===== src/rtl/aes_key_schedule.sv =====
// AES-128/192/256 key schedule: expands one 32-bit word per clock into a round-key
// buffer and serves whole round keys through a registered, pipelined read port.
module aes_key_schedule #(
    parameter int unsigned regSize = 32,
    parameter int unsigned vecSize = 4,
    parameter int unsigned NK_MAX  = 8,
    parameter int unsigned NR_MAX  = 14
) (
    input  logic                             clk,
    input  logic                             rst_n,
    input  logic                             start,
    input  logic [1:0]                       mode,
    input  logic [NK_MAX-1:0][regSize-1:0]   key_in,
    output logic                             busy,
    output logic                             done,
    output logic                             keys_valid,
    output logic [3:0]                       cur_nr,
    output logic                             err,
    input  logic                             rd_en,
    input  logic [3:0]                       rd_round,
    output logic [vecSize-1:0][regSize-1:0]  rd_data,
    output logic                             rd_valid,
    output logic                             rd_err
);
    localparam int unsigned DEPTH = vecSize * (NR_MAX + 1);
    localparam int unsigned AW    = $clog2(DEPTH);
    localparam int unsigned CW    = $clog2(NK_MAX);
    localparam int unsigned BYTES = regSize / 8;

    typedef enum logic [1:0] {IDLE, EXPAND, DONE} state_t;

    localparam logic [7:0] SBOX [0:255] = '{
        8'h63, 8'h7c, 8'h77, 8'h7b, 8'hf2, 8'h6b, 8'h6f, 8'hc5, 8'h30, 8'h01, 8'h67, 8'h2b, 8'hfe, 8'hd7, 8'hab, 8'h76,
        8'hca, 8'h82, 8'hc9, 8'h7d, 8'hfa, 8'h59, 8'h47, 8'hf0, 8'had, 8'hd4, 8'ha2, 8'haf, 8'h9c, 8'ha4, 8'h72, 8'hc0,
        8'hb7, 8'hfd, 8'h93, 8'h26, 8'h36, 8'h3f, 8'hf7, 8'hcc, 8'h34, 8'ha5, 8'he5, 8'hf1, 8'h71, 8'hd8, 8'h31, 8'h15,
        8'h04, 8'hc7, 8'h23, 8'hc3, 8'h18, 8'h96, 8'h05, 8'h9a, 8'h07, 8'h12, 8'h80, 8'he2, 8'heb, 8'h27, 8'hb2, 8'h75,
        8'h09, 8'h83, 8'h2c, 8'h1a, 8'h1b, 8'h6e, 8'h5a, 8'ha0, 8'h52, 8'h3b, 8'hd6, 8'hb3, 8'h29, 8'he3, 8'h2f, 8'h84,
        8'h53, 8'hd1, 8'h00, 8'hed, 8'h20, 8'hfc, 8'hb1, 8'h5b, 8'h6a, 8'hcb, 8'hbe, 8'h39, 8'h4a, 8'h4c, 8'h58, 8'hcf,
        8'hd0, 8'hef, 8'haa, 8'hfb, 8'h43, 8'h4d, 8'h33, 8'h85, 8'h45, 8'hf9, 8'h02, 8'h7f, 8'h50, 8'h3c, 8'h9f, 8'ha8,
        8'h51, 8'ha3, 8'h40, 8'h8f, 8'h92, 8'h9d, 8'h38, 8'hf5, 8'hbc, 8'hb6, 8'hda, 8'h21, 8'h10, 8'hff, 8'hf3, 8'hd2,
        8'hcd, 8'h0c, 8'h13, 8'hec, 8'h5f, 8'h97, 8'h44, 8'h17, 8'hc4, 8'ha7, 8'h7e, 8'h3d, 8'h64, 8'h5d, 8'h19, 8'h73,
        8'h60, 8'h81, 8'h4f, 8'hdc, 8'h22, 8'h2a, 8'h90, 8'h88, 8'h46, 8'hee, 8'hb8, 8'h14, 8'hde, 8'h5e, 8'h0b, 8'hdb,
        8'he0, 8'h32, 8'h3a, 8'h0a, 8'h49, 8'h06, 8'h24, 8'h5c, 8'hc2, 8'hd3, 8'hac, 8'h62, 8'h91, 8'h95, 8'he4, 8'h79,
        8'he7, 8'hc8, 8'h37, 8'h6d, 8'h8d, 8'hd5, 8'h4e, 8'ha9, 8'h6c, 8'h56, 8'hf4, 8'hea, 8'h65, 8'h7a, 8'hae, 8'h08,
        8'hba, 8'h78, 8'h25, 8'h2e, 8'h1c, 8'ha6, 8'hb4, 8'hc6, 8'he8, 8'hdd, 8'h74, 8'h1f, 8'h4b, 8'hbd, 8'h8b, 8'h8a,
        8'h70, 8'h3e, 8'hb5, 8'h66, 8'h48, 8'h03, 8'hf6, 8'h0e, 8'h61, 8'h35, 8'h57, 8'hb9, 8'h86, 8'hc1, 8'h1d, 8'h9e,
        8'he1, 8'hf8, 8'h98, 8'h11, 8'h69, 8'hd9, 8'h8e, 8'h94, 8'h9b, 8'h1e, 8'h87, 8'he9, 8'hce, 8'h55, 8'h28, 8'hdf,
        8'h8c, 8'ha1, 8'h89, 8'h0d, 8'hbf, 8'he6, 8'h42, 8'h68, 8'h41, 8'h99, 8'h2d, 8'h0f, 8'hb0, 8'h54, 8'hbb, 8'h16
    };

    function automatic logic [regSize-1:0] sub_word(input logic [regSize-1:0] w);
        logic [regSize-1:0] r;
        r = '0;
        for (int unsigned b = 0; b < BYTES; b++) begin
            r[8*b +: 8] = SBOX[w[8*b +: 8]];
        end
        return r;
    endfunction

    function automatic logic [7:0] xtime(input logic [7:0] b);
        return {b[6:0], 1'b0} ^ (b[7] ? 8'h1b : 8'h00);
    endfunction

    state_t                       state;
    logic [AW-1:0]                i_q;
    logic [AW-1:0]                last_q;
    logic [CW-1:0]                imod_q;
    logic [3:0]                   nk_q;
    logic [3:0]                   nr_q;
    logic [7:0]                   rcon_q;
    logic [DEPTH-1:0][regSize-1:0] buf_q;

    logic [3:0]                   nk_new_c;
    logic [3:0]                   nr_new_c;
    logic [AW-1:0]                last_new_c;
    logic [AW-1:0]                rd_base_c;
    logic [regSize-1:0]           w_prev_c;
    logic [regSize-1:0]           w_back_c;
    logic [regSize-1:0]           temp_c;
    logic [regSize-1:0]           w_new_c;
    logic                         accept_c;
    logic                         expand_c;
    logic                         imod_wrap_c;

    // Key-size decode; the illegal mode never reaches the latches because accept_c excludes it.
    always_comb begin
        nk_new_c = 4'd4;
        nr_new_c = 4'd10;
        case (mode)
            2'd1: begin
                nk_new_c = 4'd6;
                nr_new_c = 4'd12;
            end
            2'd2: begin
                nk_new_c = 4'd8;
                nr_new_c = 4'd14;
            end
            default: begin
                nk_new_c = 4'd4;
                nr_new_c = 4'd10;
            end
        endcase
    end

    assign last_new_c  = AW'(vecSize * (32'(nr_new_c) + 32'd1) - 32'd1);
    assign rd_base_c   = AW'(vecSize * 32'(rd_round));
    assign accept_c    = rst_n && start && (mode != 2'd3) && (state != EXPAND);
    assign expand_c    = rst_n && (state == EXPAND);
    assign imod_wrap_c = (imod_q == CW'(nk_q - 4'd1));

    // Next schedule word from w[i-1] and w[i-Nk].
    always_comb begin
        w_prev_c = buf_q[i_q - AW'(1)];
        w_back_c = buf_q[i_q - AW'(nk_q)];
        temp_c   = w_prev_c;
        if (imod_q == '0) begin
            temp_c = sub_word({w_prev_c[regSize-9:0], w_prev_c[regSize-1:regSize-8]})
                     ^ {rcon_q, {(regSize-8){1'b0}}};
        end else if ((nk_q == 4'd8) && (imod_q == CW'(4))) begin
            temp_c = sub_word(w_prev_c);
        end
        w_new_c = w_back_c ^ temp_c;
    end

    // Round-key buffer: key load on an accepted start, one schedule word per EXPAND cycle.
    always_ff @(posedge clk) begin
        if (accept_c) begin
            for (int unsigned j = 0; j < NK_MAX; j++) begin
                if (j < 32'(nk_new_c)) begin
                    buf_q[AW'(j)] <= key_in[CW'(j)];
                end
            end
        end
        if (expand_c) begin
            buf_q[i_q] <= w_new_c;
        end
    end

    always_ff @(posedge clk) begin
        if (!rst_n) begin
            state      <= IDLE;
            busy       <= 1'b0;
            done       <= 1'b0;
            keys_valid <= 1'b0;
            cur_nr     <= 4'd0;
            err        <= 1'b0;
            rd_valid   <= 1'b0;
            rd_err     <= 1'b0;
            rd_data    <= '0;
            i_q        <= '0;
            last_q     <= '0;
            imod_q     <= '0;
            nk_q       <= 4'd4;
            nr_q       <= 4'd10;
            rcon_q     <= 8'h01;
        end else begin
            done <= 1'b0;
            err  <= 1'b0;
            case (state)
                IDLE, DONE: begin
                    if (start && (mode == 2'd3)) begin
                        err <= 1'b1;
                    end else if (accept_c) begin
                        nk_q       <= nk_new_c;
                        nr_q       <= nr_new_c;
                        last_q     <= last_new_c;
                        i_q        <= AW'(nk_new_c);
                        imod_q     <= '0;
                        rcon_q     <= 8'h01;
                        keys_valid <= 1'b0;
                        busy       <= 1'b1;
                        state      <= EXPAND;
                    end
                end
                EXPAND: begin
                    i_q    <= i_q + AW'(1);
                    imod_q <= imod_wrap_c ? '0 : imod_q + CW'(1);
                    if (imod_q == '0) begin
                        rcon_q <= xtime(rcon_q);
                    end
                    if (i_q == last_q) begin
                        state      <= DONE;
                        busy       <= 1'b0;
                        done       <= 1'b1;
                        keys_valid <= 1'b1;
                        cur_nr     <= nr_q;
                    end
                end
                default: state <= IDLE;
            endcase

            // Reads see the pre-edge schedule, so a read alongside a restart returns old keys.
            if (rd_en) begin
                if (keys_valid && (rd_round <= cur_nr)) begin
                    rd_valid <= 1'b1;
                    rd_err   <= 1'b0;
                    for (int unsigned j = 0; j < vecSize; j++) begin
                        rd_data[j] <= buf_q[rd_base_c + AW'(j)];
                    end
                end else begin
                    rd_valid <= 1'b0;
                    rd_err   <= 1'b1;
                    rd_data  <= '0;
                end
            end else begin
                rd_valid <= 1'b0;
                rd_err   <= 1'b0;
            end
        end
    end

endmodule


===== config.mk =====
export PLATFORM = sky130hd
export DESIGN_NAME = aes_key_schedule
export DESIGN_NICKNAME = d
export VERILOG_FILES = /design/src/rtl/aes_key_schedule.sv
export SDC_FILE = /design/constraint.sdc
export NUM_CORES = 2
export LEC_CHECK = 0
export CAP_MARGIN = 10
export CORE_MARGIN = 2
export CORE_UTILIZATION = 68
export DETAILED_ROUTE_END_ITERATION = 10
export PLACE_DENSITY = 0.87
export SLEW_MARGIN = 30
export SYNTH_ARGS = -nofsm -noshare
export SYNTH_HDL_FRONTEND = slang
export SYNTH_SLANG_ARGS = --single-unit

===== constraint.sdc =====
create_clock -name clk -period 17.1 [get_ports clk]
set_input_delay 5.13 -clock clk [delete_from_list [all_inputs] [get_ports clk]]
set_output_delay 5.13 -clock clk [all_outputs]
set_load 0.02 [all_outputs]

==> results of run 1 <==
per-layer routing:
| layer | GRT usage, % | overflow |
|---|---|---|
| met5 | 50.7 | 1 |
| met4 | 77.2 | 59 |
| met3 | 70.6 | 0 |
| met2 | 91.5 | 50 |
| met1 | 79.0 | 4 |
through the flow:
step	hold WS (ps)	cell area (sq um)
4_1_cts	472	143000
3_3_place_gp	445	136000
3_5_place_dp	462	136000
2_1_floorplan	433	129000
logic make-up after synthesis:
family / after synthesis / share of synthesized area, %
AO/OA/AOI/OAI: 2094 / 10.9
flip-flops: 2083 / 45.1
multiplexers: 2061 / 31.6
AND/OR/NAND/NOR: 1969 / 7.35
buffers and inverters: 1028 / 3.71
adder cells (fa/ha/maj): 73 / 0.712
XOR/XNOR: 68 / 0.632
other: 1 / 0.00290
==> reports/metrics.cfg, run 1 <==
[yosys]
ys_types = 123
syn_inst = 9377
yosys-top-cells-count = edfxtp_1, mux4_2, a21oi_1
synth_area_leaders = edfxtp_1, mux4_2, dfxtp_1
yosysWarnings = 0
seq_area_frac_synth_pct = 45.1
synth-async-reset-ratio_pct = 0
ys_seq_elements = 2083
synth_area_sq_um = 129000
synth_top_area_share_pct = 38.6
synth_fp_nets = 9716
yosysTopAreaCell = edfxtp_1
yosysMostFrequentCell = edfxtp_1
synth.avg_cell_area_sq_um = 13.8
synth_edf_count = 1664
synth_top_flop_cell = edfxtp_1

[place]
gp_congestion = 1.16
place_hpwl_um = 410000
io_buffers = 402
dpl_worst_slack_ps = 6630
placed_cells = 11700

[global_route]
overflow = 114
track_usage_pct = 79.7
grt_max_degree = 156
antenna_found_initial = 115

[floorplanning]
fp-row-count = 160
fp.dieH_um = 440
start_util_pct = 68.2
ios = 404
die_w_um = 440

[run_status]
status = stopped before the end
error = [ERROR GRT-0232] Routing congestion too high. Check the congestion heatmap in the GUI.
lastStage = global routing (5_1_grt)

[clock_tree]
h-tree-depth = 4
clock-sinks = 2083
tritoncts.num_buffers = 206
cts.repair.resized = 0
clockBufferDepth = 3
cts_root_buf = clkbuf_16
cts_hold_buf = 0
post-cts-setup-buffer-count = 0

==> run 2: changes to the inputs <==
--- a/config.mk
+++ b/config.mk
@@ -7,9 +7,9 @@
 export LEC_CHECK = 0
 export CAP_MARGIN = 10
 export CORE_MARGIN = 2
-export CORE_UTILIZATION = 68
+export CORE_UTILIZATION = 40
 export DETAILED_ROUTE_END_ITERATION = 10
-export PLACE_DENSITY = 0.87
+export PLACE_DENSITY_LB_ADDON = 0.15
 export SLEW_MARGIN = 30
 export SYNTH_ARGS = -nofsm -noshare
 export SYNTH_HDL_FRONTEND = slang
==> run 2 against run 1 <==
Against the previous run: the flow now finishes without violations; area after synthesis stayed put; synthesized cell count unchanged.
==> reports/metrics.cfg, run 2 <==
[sta]
setup_slack_ps = 6290
finalCriticalPeriod_ps = 10810
finalSetupViolCount = 0
skew_ps = 121
fin_tns_setup_ps = 0
slew-limit-headroom_pct = 20.9
fin_hold_ws_ps = 460
finalHoldViolations = 0
min_period_over_period_pct = 63.2
rsz0062_at_grt = no
worst_pin_slew_ps = 1180
clock.fmax_mhz = 92.5
drv_slew = 0

[routing]
viasPerCell = 7.39
ant_nets = 0
drtIter0Drc = 19000
vias = 104000
routed_wl_um = 659000
post_drt_wl_per_cell_um = 47.0
drc = 0
firstDrtPassIters = 9

[worst_setup_path]
arrival_ps = 11520
r2r_slack_ps = 6290
r2r.worst_path.cells = 25
cpMaxStageDelayCell = a211oi_1
crit_buf_inv = 10
r2r_start = i_q[0]
reg2reg_to = buf_q[1789]
critPathMaxFanout = 93
worst_path_most_repeated_cell = a21oi_1
critical_path_required_ps = 17810
max_stage_delay_ps = 780
critPathCaptureType = register
worst_setup_path_start_kind = register
critPathTopFamily = buffers and inverters
critPathKind = register to register

[yosys]
seq_area_frac_synth_pct = 45.1  ; unchanged
synth_top_area_share_pct = 38.6  ; unchanged
synth_fp_nets = 9716  ; unchanged
ys_seq_elements = 2083  ; unchanged
yosysWarnings = 0  ; unchanged
synth.avg_cell_area_sq_um = 13.8  ; unchanged
synth_edf_count = 1664  ; unchanged
synth-async-reset-ratio_pct = 0  ; unchanged
synth_area_sq_um = 129000  ; unchanged
synth_top_flop_cell = edfxtp_1
synthSimpleGateAreaFrac_pct = 7.35  ; unchanged
syn_inst = 9377  ; unchanged
synthMuxAreaShare_pct = 31.6  ; unchanged
yosysMostFrequentCell = edfxtp_1
synth_area_leaders = edfxtp_1, mux4_2, dfxtp_1
yosys-top-cells-count = edfxtp_1, mux4_2, a21oi_1
yosysTopAreaCell = edfxtp_1
synth-xor-area-share_pct = 0.632  ; unchanged
synth_compound_area_share_pct = 10.9  ; unchanged
ys_types = 123  ; unchanged
synth_fa_ha_area_share_pct = 0.712  ; unchanged
synth_top_family_by_area = multiplexers

[global_route]
grtUsageMet3_pct = 13.1
grt_pass1_vias = 98300
grtUsageMet2_pct = 56.2
track_usage_pct = 39.5
busiest_layer = met2
overflow = 0
antenna_found_initial = 56
grt_pass1_wl_um = 882000
grt_use_met1_pct = 52.5
grt_max_degree = 146

[clock_tree]
insertion_delay_ps = 1000
path_clk_slew_ps = 60
clockBufferDepth = 4  ; +1
cts_tree = built
clock-sinks = 2083  ; unchanged
cts_hold_buf = 0  ; unchanged
h-tree-depth = 4  ; unchanged
cts_root_buf = clkbuf_16
cts.repair.resized = 0  ; unchanged
tritoncts.num_buffers = 231  ; +12%
post-cts-setup-buffer-count = 0  ; unchanged

[floorplanning]
fp-row-count = 208  ; +30%
fp.dieH_um = 573  ; +30%
die_area_sq_um = 328000
ios = 404  ; unchanged
fp.coreArea_sq_um = 321000
start_util_pct = 40.2  ; -28 points
die_w_um = 573  ; +30%

[cells_and_area]
layout_commonest_cell = edfxtp_1
largest-register = buf_q
drive_gt1_share_pct = 28.2
fin_nets = 9827
final_cell_mix = edfxtp_1, mux4_2, a21oi_1
finalInstanceArea_sq_um = 147000
fin_cells = 14000
fillCellCount = 28400
reg.largest.list = buf_q: 1920 flops, rd_data: 128 flops, rcon_q: 8 flops
syn2layout_area_growth_pct = 13.5
largest_register_ffs = 1920

[power_and_ir_drop]
switching_share_pct = 47.1
power.share.combinational_pct = 52.8
pwr-share-clk_pct = 16.9
internal_power_w = 0.0164
vdd_drop_max_v = 0.000215
netSwitchingPower_w = 0.0146
power_leakage_nw = 47.0
seq_power_share_pct = 30.2
power_density_nw_per_um2 = 211

[place]
dpl_worst_slack_ps = 6030  ; -600 ps
place_hpwl_um = 427000  ; +4.2%
io_buffers = 402  ; unchanged
gp_congestion = 1.05  ; -9.3%
dpl-instance-area_sq_um = 139000  ; +1.9%
placed_cells = 13600  ; +16%

[run_status]
status = completed

[flow_run]
maxCapViolCount = 0

[worst_hold_path]
hp-start = busy
hp-class = register to register
min_to = busy
hold_path_depth = 2

==> run 2: logic make-up (layout without fill, tap and decap cells) <==
group,Yosys count,count (layout)
AOI/OAI and AO/OA,2094,2094
xor gates and xnor gates,68,68
adders and majority gates,73,73
buffers and inverters,1028,1338
DFF,2083,2083
muxes,2061,2061
other,1,41
and+or+nand+nor,1969,1969
==> run 2: worst max path at each step <==
stage / start / endpoint / slack (ps) / cells after the start
after floorplan: i_q[0] / buf_q[1022] / 8910 / 32
after global placement: i_q[0] / buf_q[1542] / 5120 / 20
after detailed placement: i_q[0] / buf_q[1213] / 6030 / 25
after CTS: i_q[0] / buf_q[1789] / 6000 / 25
after global routing: i_q[0] / buf_q[1661] / 5620 / 25
final: i_q[0] / buf_q[1789] / 6290 / 25
==> run 2: tightest hold or removal path: stages, from the launching register on <==
cell and delay, ps:
dfxtp_1 310, nand3_1 60, nand2_1 40
==> run 2: metrics by stage <==
stage                     util (%)  power, W
after floorplan                  -    0.0185
after global placement        43.1    0.0251
after global routing          45.6    0.0316
final                         45.7    0.0310
after CTS                     45.6    0.0303
after detailed placement      43.2    0.0251
==> run 2: per-layer routing <==
| layer | wire length (um) | vias to the layer above |
|---|---|---|
| met2 | 278000 | 8727 |
| met1 | 246000 | 54000 |
| met4 | 45600 | 18 |
| li1 | - | 39200 |
| met3 | 89300 | 1704 |
| met5 | 124 | - |
==> run 2: layout make-up <==
| cell class | count | area [sq um] | share of cell area [%] |
|---|---|---|---|
| clock inverters | 136 | 1490 | 1.02 |
| diodes | 40 | 100 | 0.0682 |
| clock buffers | 296 | 6360 | 4.34 |
| well taps | 4305 | 5390 | 3.67 |
| multi-input cells | 6266 | 67100 | 45.7 |
| repair buffers | 816 | 7600 | 5.18 |
| flip-flops and latches | 2083 | 58400 | 39.8 |
| inverters | 90 | 345 | 0.235 |
==> run 2: power groups by stage <==
| stage | logic [W] | registers, W | clock network, W |
|---|---|---|---|
| 3_3_place_gp | 0.0156 | 0.00944 | 0 |
| 5_1_grt | 0.0168 | 0.00939 | 0.00547 |
| 6_report | 0.0164 | 0.00936 | 0.00524 |
| 3_5_place_dp | 0.0156 | 0.00945 | 0 |
| 4_1_cts | 0.0157 | 0.00935 | 0.00527 |
| 2_1_floorplan | 0.00913 | 0.00936 | 0 |
Power figures use the tool's default switching activity.
